File: src/rtl/branch_spec_ctrl_if.sv
// Branch speculation controller bus.
// Groups the issue handshake, the branch-unit resolve lines and the
// frontend flush/redirect lines of branch_spec_ctrl.
//
// Handshake: a branch issues on a rising clk edge where issue_valid_i and
// issue_ready_o are both high. issue_ready_o never depends combinationally
// on issue_valid_i or on any resolve_* line. resolve_valid_i is a
// single-cycle strobe with no back-pressure; resolve_mispredict_i and
// resolve_target_i are meaningful only while it is high.
//
// Modports:
//   master - issue stage / branch unit / frontend side (drives valid, resolve)
//   slave  - the controller
interface branch_spec_ctrl_if #(
  parameter int VLEN = 64
);
  logic            issue_valid_i;
  logic            issue_ready_o;
  logic            resolve_valid_i;
  logic            resolve_mispredict_i;
  logic [VLEN-1:0] resolve_target_i;
  logic            flush_o;
  logic            redirect_valid_o;
  logic [VLEN-1:0] redirect_pc_o;

  modport master (
    output issue_valid_i, resolve_valid_i, resolve_mispredict_i, resolve_target_i,
    input  issue_ready_o, flush_o, redirect_valid_o, redirect_pc_o
  );

  modport slave (
    input  issue_valid_i, resolve_valid_i, resolve_mispredict_i, resolve_target_i,
    output issue_ready_o, flush_o, redirect_valid_o, redirect_pc_o
  );
endinterface

File: src/rtl/branch_spec_ctrl.sv
// Branch speculation controller.
// Tracks the number of unresolved branches, admits new branch issue only
// while that number is below the limit (1 in debug mode, NR_SPEC otherwise),
// retires entries on resolve, and on a mispredict runs a FLUSH_CYCLES-long
// flush with a one-cycle PC redirect.
//
// Ports:
//   clk_i            clock, rising edge
//   rst_i            synchronous active-high reset
//   debug_mode_i     forces the outstanding limit to 1
//   bus              branch_spec_ctrl_if.slave (issue / resolve / flush / redirect)
//   spec_cnt_o       registered unresolved-branch count
//   err_o            one-cycle pulse: resolve arrived with nothing outstanding
//   mispredict_cnt_o saturating mispredict count (0 unless stats are built)
//   dbg_state_o      FSM state, 0 = RUN, 1 = FLUSH
//
// Optional feature: define BRANCH_SPEC_STATS_EN to build the mispredict
// statistics counter.
module branch_spec_ctrl #(
  parameter int NR_SPEC      = 4,
  parameter int FLUSH_CYCLES = 2,
  parameter int VLEN         = 64,
  localparam int CW          = $clog2(NR_SPEC + 1),
  localparam int FW          = (FLUSH_CYCLES > 1) ? $clog2(FLUSH_CYCLES) : 1
) (
  input  logic                clk_i,
  input  logic                rst_i,
  input  logic                debug_mode_i,
  branch_spec_ctrl_if.slave   bus,
  output logic [CW-1:0]       spec_cnt_o,
  output logic                err_o,
  output logic [31:0]         mispredict_cnt_o,
  output logic                dbg_state_o
);

  typedef enum logic {RUN = 1'b0, FLUSH = 1'b1} state_t;

  state_t          state;
  logic [CW-1:0]   count;
  logic [FW-1:0]   flush_cnt;
  logic            flush;
  logic            redirect_valid;
  logic [VLEN-1:0] redirect_pc;
  logic            err;

  logic [CW-1:0]   lim;
  logic            ready;
  logic            fire;
  logic            res_ok;
  logic            res_mis;

  assign lim     = debug_mode_i ? CW'(1) : CW'(NR_SPEC);
  // Built from registered state and debug/reset only, never from resolve_*.
  assign ready   = !rst_i && (state == RUN) && (count < lim);
  assign fire    = bus.issue_valid_i && ready;
  assign res_ok  = bus.resolve_valid_i && !bus.resolve_mispredict_i;
  assign res_mis = bus.resolve_valid_i && bus.resolve_mispredict_i;

  always_ff @(posedge clk_i) begin
    if (rst_i) begin
      state          <= RUN;
      count          <= '0;
      flush_cnt      <= '0;
      flush          <= 1'b0;
      redirect_valid <= 1'b0;
      redirect_pc    <= '0;
      err            <= 1'b0;
    end else begin
      redirect_valid <= 1'b0;
      err            <= 1'b0;
      case (state)
        RUN: begin
          if (bus.resolve_valid_i && (count == '0) && !fire) begin
            // Nothing outstanding to resolve: flag it, otherwise ignore.
            err <= 1'b1;
          end else if (res_mis && (count != '0)) begin
            // A same-cycle fire is younger than the mispredicted branch and
            // is dropped along with everything else outstanding.
            state          <= FLUSH;
            count          <= '0;
            flush          <= 1'b1;
            flush_cnt      <= FW'(FLUSH_CYCLES - 1);
            redirect_valid <= 1'b1;
            redirect_pc    <= bus.resolve_target_i;
          end else if (fire && !res_ok) begin
            count <= count + CW'(1);
          end else if (res_ok && !fire) begin
            count <= count - CW'(1);
          end
        end
        FLUSH: begin
          // Resolves seen here belong to squashed younger branches.
          if (flush_cnt == '0) begin
            state <= RUN;
            flush <= 1'b0;
          end else begin
            flush_cnt <= flush_cnt - FW'(1);
          end
        end
        default: state <= RUN;
      endcase
    end
  end

`ifdef BRANCH_SPEC_STATS_EN
  logic [31:0] mis_cnt;

  // Counts at the same edge that raises redirect_valid_o.
  always_ff @(posedge clk_i) begin
    if (rst_i) begin
      mis_cnt <= '0;
    end else if ((state == RUN) && res_mis && (count != '0) && (mis_cnt != 32'hFFFF_FFFF)) begin
      mis_cnt <= mis_cnt + 32'd1;
    end
  end

  assign mispredict_cnt_o = mis_cnt;
`else
  assign mispredict_cnt_o = 32'd0;
`endif

  assign bus.issue_ready_o    = ready;
  assign bus.flush_o          = flush;
  assign bus.redirect_valid_o = redirect_valid;
  assign bus.redirect_pc_o    = redirect_pc;
  assign spec_cnt_o           = count;
  assign err_o                = err;
  assign dbg_state_o          = state;

endmodule

File: src/flat_wrapper.sv
// flat-port wrapper written by rule: the top's interface ports become plain ports
module branch_spec_ctrl_flat 
#(
  parameter int NR_SPEC      = 4,
  parameter int FLUSH_CYCLES = 2,
  parameter int VLEN         = 64,
  localparam int CW          = $clog2(NR_SPEC + 1),
  localparam int FW          = (FLUSH_CYCLES > 1) ? $clog2(FLUSH_CYCLES) : 1
)
  (clk_i, rst_i, debug_mode_i, spec_cnt_o, err_o, mispredict_cnt_o, dbg_state_o, bus_issue_valid_i, bus_resolve_valid_i, bus_resolve_mispredict_i, bus_resolve_target_i, bus_issue_ready_o, bus_flush_o, bus_redirect_valid_o, bus_redirect_pc_o);
  branch_spec_ctrl_if #(.VLEN(VLEN)) bus_i ();
  input  logic clk_i;
  input  logic rst_i;
  input  logic debug_mode_i;
  output logic [CW-1:0] spec_cnt_o;
  output logic err_o;
  output logic [31:0] mispredict_cnt_o;
  output logic dbg_state_o;
  input wire logic [$bits(bus_i.issue_valid_i)-1:0] bus_issue_valid_i;
  input wire logic [$bits(bus_i.resolve_valid_i)-1:0] bus_resolve_valid_i;
  input wire logic [$bits(bus_i.resolve_mispredict_i)-1:0] bus_resolve_mispredict_i;
  input wire logic [$bits(bus_i.resolve_target_i)-1:0] bus_resolve_target_i;
  output wire logic [$bits(bus_i.issue_ready_o)-1:0] bus_issue_ready_o;
  output wire logic [$bits(bus_i.flush_o)-1:0] bus_flush_o;
  output wire logic [$bits(bus_i.redirect_valid_o)-1:0] bus_redirect_valid_o;
  output wire logic [$bits(bus_i.redirect_pc_o)-1:0] bus_redirect_pc_o;
  assign bus_i.issue_valid_i = bus_issue_valid_i;
  assign bus_i.resolve_valid_i = bus_resolve_valid_i;
  assign bus_i.resolve_mispredict_i = bus_resolve_mispredict_i;
  assign bus_i.resolve_target_i = bus_resolve_target_i;
  assign bus_issue_ready_o = bus_i.issue_ready_o;
  assign bus_flush_o = bus_i.flush_o;
  assign bus_redirect_valid_o = bus_i.redirect_valid_o;
  assign bus_redirect_pc_o = bus_i.redirect_pc_o;
  branch_spec_ctrl #(.NR_SPEC(NR_SPEC), .FLUSH_CYCLES(FLUSH_CYCLES), .VLEN(VLEN)) u_core (.clk_i(clk_i), .rst_i(rst_i), .debug_mode_i(debug_mode_i), .bus(bus_i), .spec_cnt_o(spec_cnt_o), .err_o(err_o), .mispredict_cnt_o(mispredict_cnt_o), .dbg_state_o(dbg_state_o));
endmodule
File: config.mk
export PLATFORM = sky130hd
export DESIGN_NAME = branch_spec_ctrl_flat
export DESIGN_NICKNAME = d
export VERILOG_FILES = /design/src/rtl/branch_spec_ctrl_if.sv /design/src/rtl/branch_spec_ctrl.sv /design/src/flat_wrapper.sv
export SDC_FILE = /design/constraint.sdc
export NUM_CORES = 1
export LEC_CHECK = 0
export BUFFER_PORTS_ARGS = -buffer_cell sky130_fd_sc_hd__buf_4
export CAP_MARGIN = 20
export CORE_UTILIZATION = 46
export DETAILED_ROUTE_END_ITERATION = 10
export MAX_ROUTING_LAYER = met4
export PLACE_DENSITY = 0.92
export SKIP_LAST_GASP = 1
export SLEW_MARGIN = 20
export SYNTH_ARGS = -nofsm -noshare
export SYNTH_HDL_FRONTEND = slang
export SYNTH_SLANG_ARGS = --single-unit
File: constraint.sdc
create_clock -name clk_i -period 4.03 [get_ports clk_i]
set_clock_uncertainty 0.2 [all_clocks]
set_input_delay 0.806 -clock clk_i [delete_from_list [all_inputs] [get_ports clk_i]]
set_output_delay 0.806 -clock clk_i [all_outputs]
set_load 0.005 [all_outputs]
# --- Yosys cells after proc, flatten, opt, wreduce, memory -nomap -nowiden ---
# Cells that the tools add are included.
word_totals:
  regBits: 72
  in_bits: 70
  output_inout_bits: 104
  elab_cells: 53
op_classes:
  addsub: 3
  order_cmp: 1
  eq_ne: 3
  muxes: 15
  bitwise_logic: 2
  n_reduce_logical: 22
ops:
  columns: ["op", "count"]
  rows:
  - ["$mux 3", 4]
  - ["$logic_and 1x1->1", 10]
  - ["$reduce_and 3->1", 3]
  - ["$mux 1", 8]
  - ["$ne 2x2->1 const B", 3]
  - ["$pmux 1 s2", 3]
  - ["$reduce_bool 3->1", 2]
  - ["$logic_not 1->1", 4]
  - ["$add 3x1->3 const B", 1]
  - ["$logic_not 3->1", 1]
  - ["$lt 3x3->1", 1]
  - ["$sub 3x1->3 const B", 1]
  - ["$not 1->1", 2]
  - ["$reduce_and 2->1", 1]
  - ["$reduce_or 2->1", 1]
  - ["$sub 1x1->1 const B", 1]

# --- Longest topological paths before layout ---
logic_depth:
  word_depth: 9
  mapped_depth: 9
  depth_no_buf: 9

# --- Least setup slack after synthesis ---
# No wires, ideal clock.
synth_path:
  kind: "input to register"
  start: "input port debug_mode_i"
  end: "register u_core.count[2], in the netlist u_core.spec_cnt_o[2]"
  setup_ns: 0.084
  t_arrival_ns: 2.647
  required_ns: 3.746
  path_slack_ns: 1.099
  path_stages: 9
  path_buffers: 0
  cell_sequence: "ha_1 -> or4b_4 -> a21oi_4 -> ha_1 -> fa_1 -> xnor2_1 -> o21ai_0 -> a211o_1 -> o31ai_2"
synth_between:
  elab_chain_cells: 8
  elab_cells_between_ends: 13
  cone_classes: "order compare (1); mux (3); bitwise (1); reduce/logical (8)"
synth_rtl:
  columns: ["element", "line", "rtl"]
  rows:
  - ["start, declared", "flat_wrapper.sv:14", "input logic debug_mode_i;"]
  - ["$mux 3 *", "branch_spec_ctrl.sv:52", "assign lim = debug_mode_i ? CW'(1) : CW'(NR_SPEC);"]
  - ["$lt 3x3->1 *", "branch_spec_ctrl.sv:54", "assign ready = !rst_i && (state == RUN) && (count < lim);"]
  - ["$logic_and 1x1->1 *", "branch_spec_ctrl.sv:54", null]
  - ["$logic_and 1x1->1 *", "branch_spec_ctrl.sv:55", "assign fire = bus.issue_valid_i && ready;"]
  - ["$logic_not 1->1", "branch_spec_ctrl.sv:73, branch_spec_ctrl.sv:87", null]
  - ["$logic_and 1x1->1, on equally long branches", "branch_spec_ctrl.sv:87, branch_spec_ctrl.sv:73", null]
  - ["$reduce_bool 3->1 (no line) or $not 1->1 (tied branches)", null, null]
  - ["$reduce_and 3->1 (no line)", null, null]
  - ["end signal, assigned", "branch_spec_ctrl.sv:86", "count <= count + CW'(1);"]
  - ["end signal, assigned", "branch_spec_ctrl.sv:88", "count <= count - CW'(1);"]
  - ["end, declared", "branch_spec_ctrl.sv:39", "logic [CW-1:0] count;"]
# Every way passes the cells marked *; elsewhere a longest branch is shown, timed or not.
# A chain may end at the register's enable or synchronous reset.

# --- Worst setup path in the final report ---
layout_path:
  start: "input port rst_i"
  end: "register u_core.count[2], in the netlist u_core.spec_cnt_o[2]"
layout_between:
  elab_chain_cells: 8
  elab_cells_between_ends: 13
  cone_classes: "mux (2); bitwise (1); reduce/logical (10)"
layout_rtl:
  columns: ["element", "line", "rtl"]
  rows:
  - ["start, declared", "flat_wrapper.sv:13", "input logic rst_i;"]
  - ["$logic_not 1->1", "branch_spec_ctrl.sv:54", null]
  - ["$logic_and 1x1->1 (2 in a row)", "branch_spec_ctrl.sv:54", null]
  - ["$logic_and 1x1->1", "branch_spec_ctrl.sv:55", null]
  - ["$logic_not 1->1", "branch_spec_ctrl.sv:73, branch_spec_ctrl.sv:87", null]
  - ["$logic_and 1x1->1, on equally long branches", "branch_spec_ctrl.sv:87, branch_spec_ctrl.sv:73", null]
  - ["$reduce_bool 3->1 (no line) or $not 1->1 (tied branches)", null, null]
  - ["$reduce_and 3->1 (no line)", null, null]
# Several ways; a longest one is shown, not always the timed one.

==> metrics.cfg <==
[outcome]
status=completed

[global_route]
grt_pass1_vias=2466
antenna_found_initial=0
track_usage_pct=20.4
grt_max_degree=76
grt_pass1_wl_um=10100
grt.overflow.total=0

[layout]
drive_above_1_share_pct=33.9
finalNetCount=557
fillCellCount=506
final_common_cell=buf_4
n_antenna_cell=0
seq_area_um2=1440
synthToLayoutAreaGrowth_pct=38.0
layout_common_cells=143 x buf_4, 129 x nand2_1, 72 x dfxtp_1, 67 x a21oi_1, 32 x conb_1
final_area_um2=4000
multi_input_area_um2=1200

[clocking]
insertion_delay_ns=0.31
cts_resized=0
cts_made_buffers=9
cts_hold_buf=0
cts_sinks=72
cts_setup_buffers=0
cts_max_level=3
cts.path.max_buffers=2
clk_pin_slew_worst_paths_ns=0.08
root_buffer=clkbuf_8
cts_tree=built

[sta]
setup_violations=0
tightest_slew_ns=0.715
fin_tns_setup_ns=0
fmaxAchievable_mhz=332
relSlewSlack_pct=52.4
final-max-slew-violation-count=0
hold_violations=0
rsz0062_at_grt=false
fin_crit_sh_pct=74.7
fin_crit_ns=3.01

[yosys]
synth_cells=353
ys_types=30
syn_avg_cell_area_um2=8.21
ys_warn_count=0
synth.ff_latch_count=72
ys_seq_area_share_pct=49.8
syn-cell-area_um2=2900

[flow_run]
maxCapViolations=0

[floorplan]
die_w_um=81.4
coreArea_um2=5990
ioPinCount=174
start_util_pct=48.4
die_area_um2=6620
die_y_um=81.4
rows=28

[power_and_ir_drop]
finalPower_mw=1.74
leakagePower_nw=1.75
p_per_area_nw_per_um2=436
max-vdd-ir-drop_mv=0.233

[critical_path]
setup.worst_path.end=u_core.spec_cnt_o[2]$_SDFFE_PP0P_
worstPathBufferInverterCount=1
max_stage_delay_ns=0.54
crit_type=in2reg
worstPathMaxFanout=75
reg2reg_to=u_core.spec_cnt_o[2]$_SDFFE_PP0P_
rr_worst_depth=9
cp.depth=9
arrival_ns=3.05
crit_required_ns=4.07
r2r_start=u_core.spec_cnt_o[2]$_SDFFE_PP0P_
crit_family=adder cells
worst_setup_path_end_kind=flop
cp_cell_sequence=buf_4 -> or4b_4 -> a21oi_4 -> ha_1 -> fa_1 -> xnor2_1 -> o21ai_0 -> a211o_1 -> o31ai_2
ff2ff_setup_slack_ns=1.35
cp_slowest_cell=buf_4
cp-startpoint=rst_i
start_kind=primary input

[routing]
viasPerCell=4.71
routed_wl_um=6680
drc=0
dr.first_iter.drc_count=66
ant_nets=0
detail_route.first_pass.iterations=4
routedWlPerCell_um=11.8
vias=2658

[placed_design]
dpl_cell_area_um2=3820
place_hpwl_um=4830
gp_congestion=0.853
port_buffers=141

[worst_hold_path]
min_from=u_core.bus.redirect_pc_o[26]$_SDFFE_PP0P_
hold_class=reg2reg

[sequential cells by signal, indices dropped and copies added, names as in the netlist]
signal / flops
u_core.bus.redirect_valid_o: 1
u_core.spec_cnt_o: 3
u_core.bus.flush_o: 1
u_core.dbg_state_o: 1
u_core.flush_cnt: 1
u_core.err_o: 1
u_core.bus.redirect_pc_o: 64
[synth_stat cells (all sizes together)]
cell | instances | share of area (%)
o21ai | 2 | 0.35
nand2 | 129 | 17
o32ai | 1 | 0.30
buf | 40 | 11
a21oi | 68 | 12
fa | 1 | 0.69
or3b | 1 | 0.30
a211oi | 1 | 0.26
xnor2 | 1 | 0.30
a211o | 1 | 0.30
o211ai | 1 | 0.73
ha | 2 | 0.86
clkbuf | 14 | 1.8
dfxtp | 72 | 50
or4b | 1 | 0.48
inv | 5 | 0.65
a2111oi | 1 | 0.30
nand2b | 3 | 0.65
o311ai | 1 | 0.91
conb | 1 | 0.13
nor4 | 1 | 0.22
o22ai | 1 | 0.22
nand4 | 1 | 0.22
nor2 | 2 | 0.35
nor3 | 1 | 0.17
o31ai | 1 | 0.43
[logic make-up after synthesis]
| group | Yosys count | synth area share, % |
|---|---|---|
| and+or+nand+nor | 139 | 19.1 |
| AOI/OAI and AO/OA | 78 | 15.9 |
| DFF | 72 | 49.8 |
| buffers and inverters | 59 | 13.2 |
| adders and majority gates | 3 | 1.55 |
| xor gates and xnor gates | 1 | 0.302 |
| other | 1 | 0.129 |
[report_power, final]
| group | total, mW | leakage, nW | internal [mW] | switching [mW] |
|---|---|---|---|---|
| logic | 0.415 | 1.07 | 0.205 | 0.210 |
| registers | 0.837 | 0.584 | 0.785 | 0.0521 |
| clock network | 0.490 | 0.0878 | 0.236 | 0.254 |
[worst min path at each step]
stage	endpoint	slack, ns	cells after the start
after global placement	u_core.bus.redirect_pc_o[55]$_SDFFE_PP0P_	0.24	2
after CTS	u_core.bus.redirect_pc_o[16]$_SDFFE_PP0P_	0.26	2
after floorplan	u_core.flush_cnt$_SDFFE_PP0P_	0.24	2
after detailed placement	u_core.bus.redirect_pc_o[16]$_SDFFE_PP0P_	0.25	2
after global routing	u_core.bus.redirect_pc_o[7]$_SDFFE_PP0P_	0.27	2
final	u_core.bus.redirect_pc_o[26]$_SDFFE_PP0P_	0.25	2
[through the flow]
stage,util [%],std cells,hold WS [ns],setup slack [ns]
after floorplan,-,384,0.239,1.10
after global placement,63.8,548,0.243,0.748
after detailed placement,63.8,548,0.247,0.686
after CTS,66.7,564,0.258,1.01
after global routing,66.7,564,0.273,0.847
final,66.7,564,0.255,1.02
[layout make-up]
type	instances	share of cell area, %
Sequential cell	72	36.1
Multi-Input combinational cell	253	29.9
Timing Repair Buffer	143	26.9
Clock buffer	10	3.44
Tap cell	75	2.35
Clock inverter	6	0.877
Inverter	5	0.470
[tightest hold or removal path: stages (launching register included)]
cell and delay [ns]:
dfxtp_1 0.31, nand2_1 0.05, a21oi_1 0.05
[layer usage]
layer | vias up | share of wire, % | global-route usage (%)
met1 | 1214 | 40 | 20.4
met2 | 97 | 51 | 36.8
li1 | 1338 | - | -
met5 | - | 0 | -
met3 | 9 | 7.1 | 5.39
met4 | 0 | 1.2 | 9.11
No activity file was read; power rests on OpenSTA's default activity.
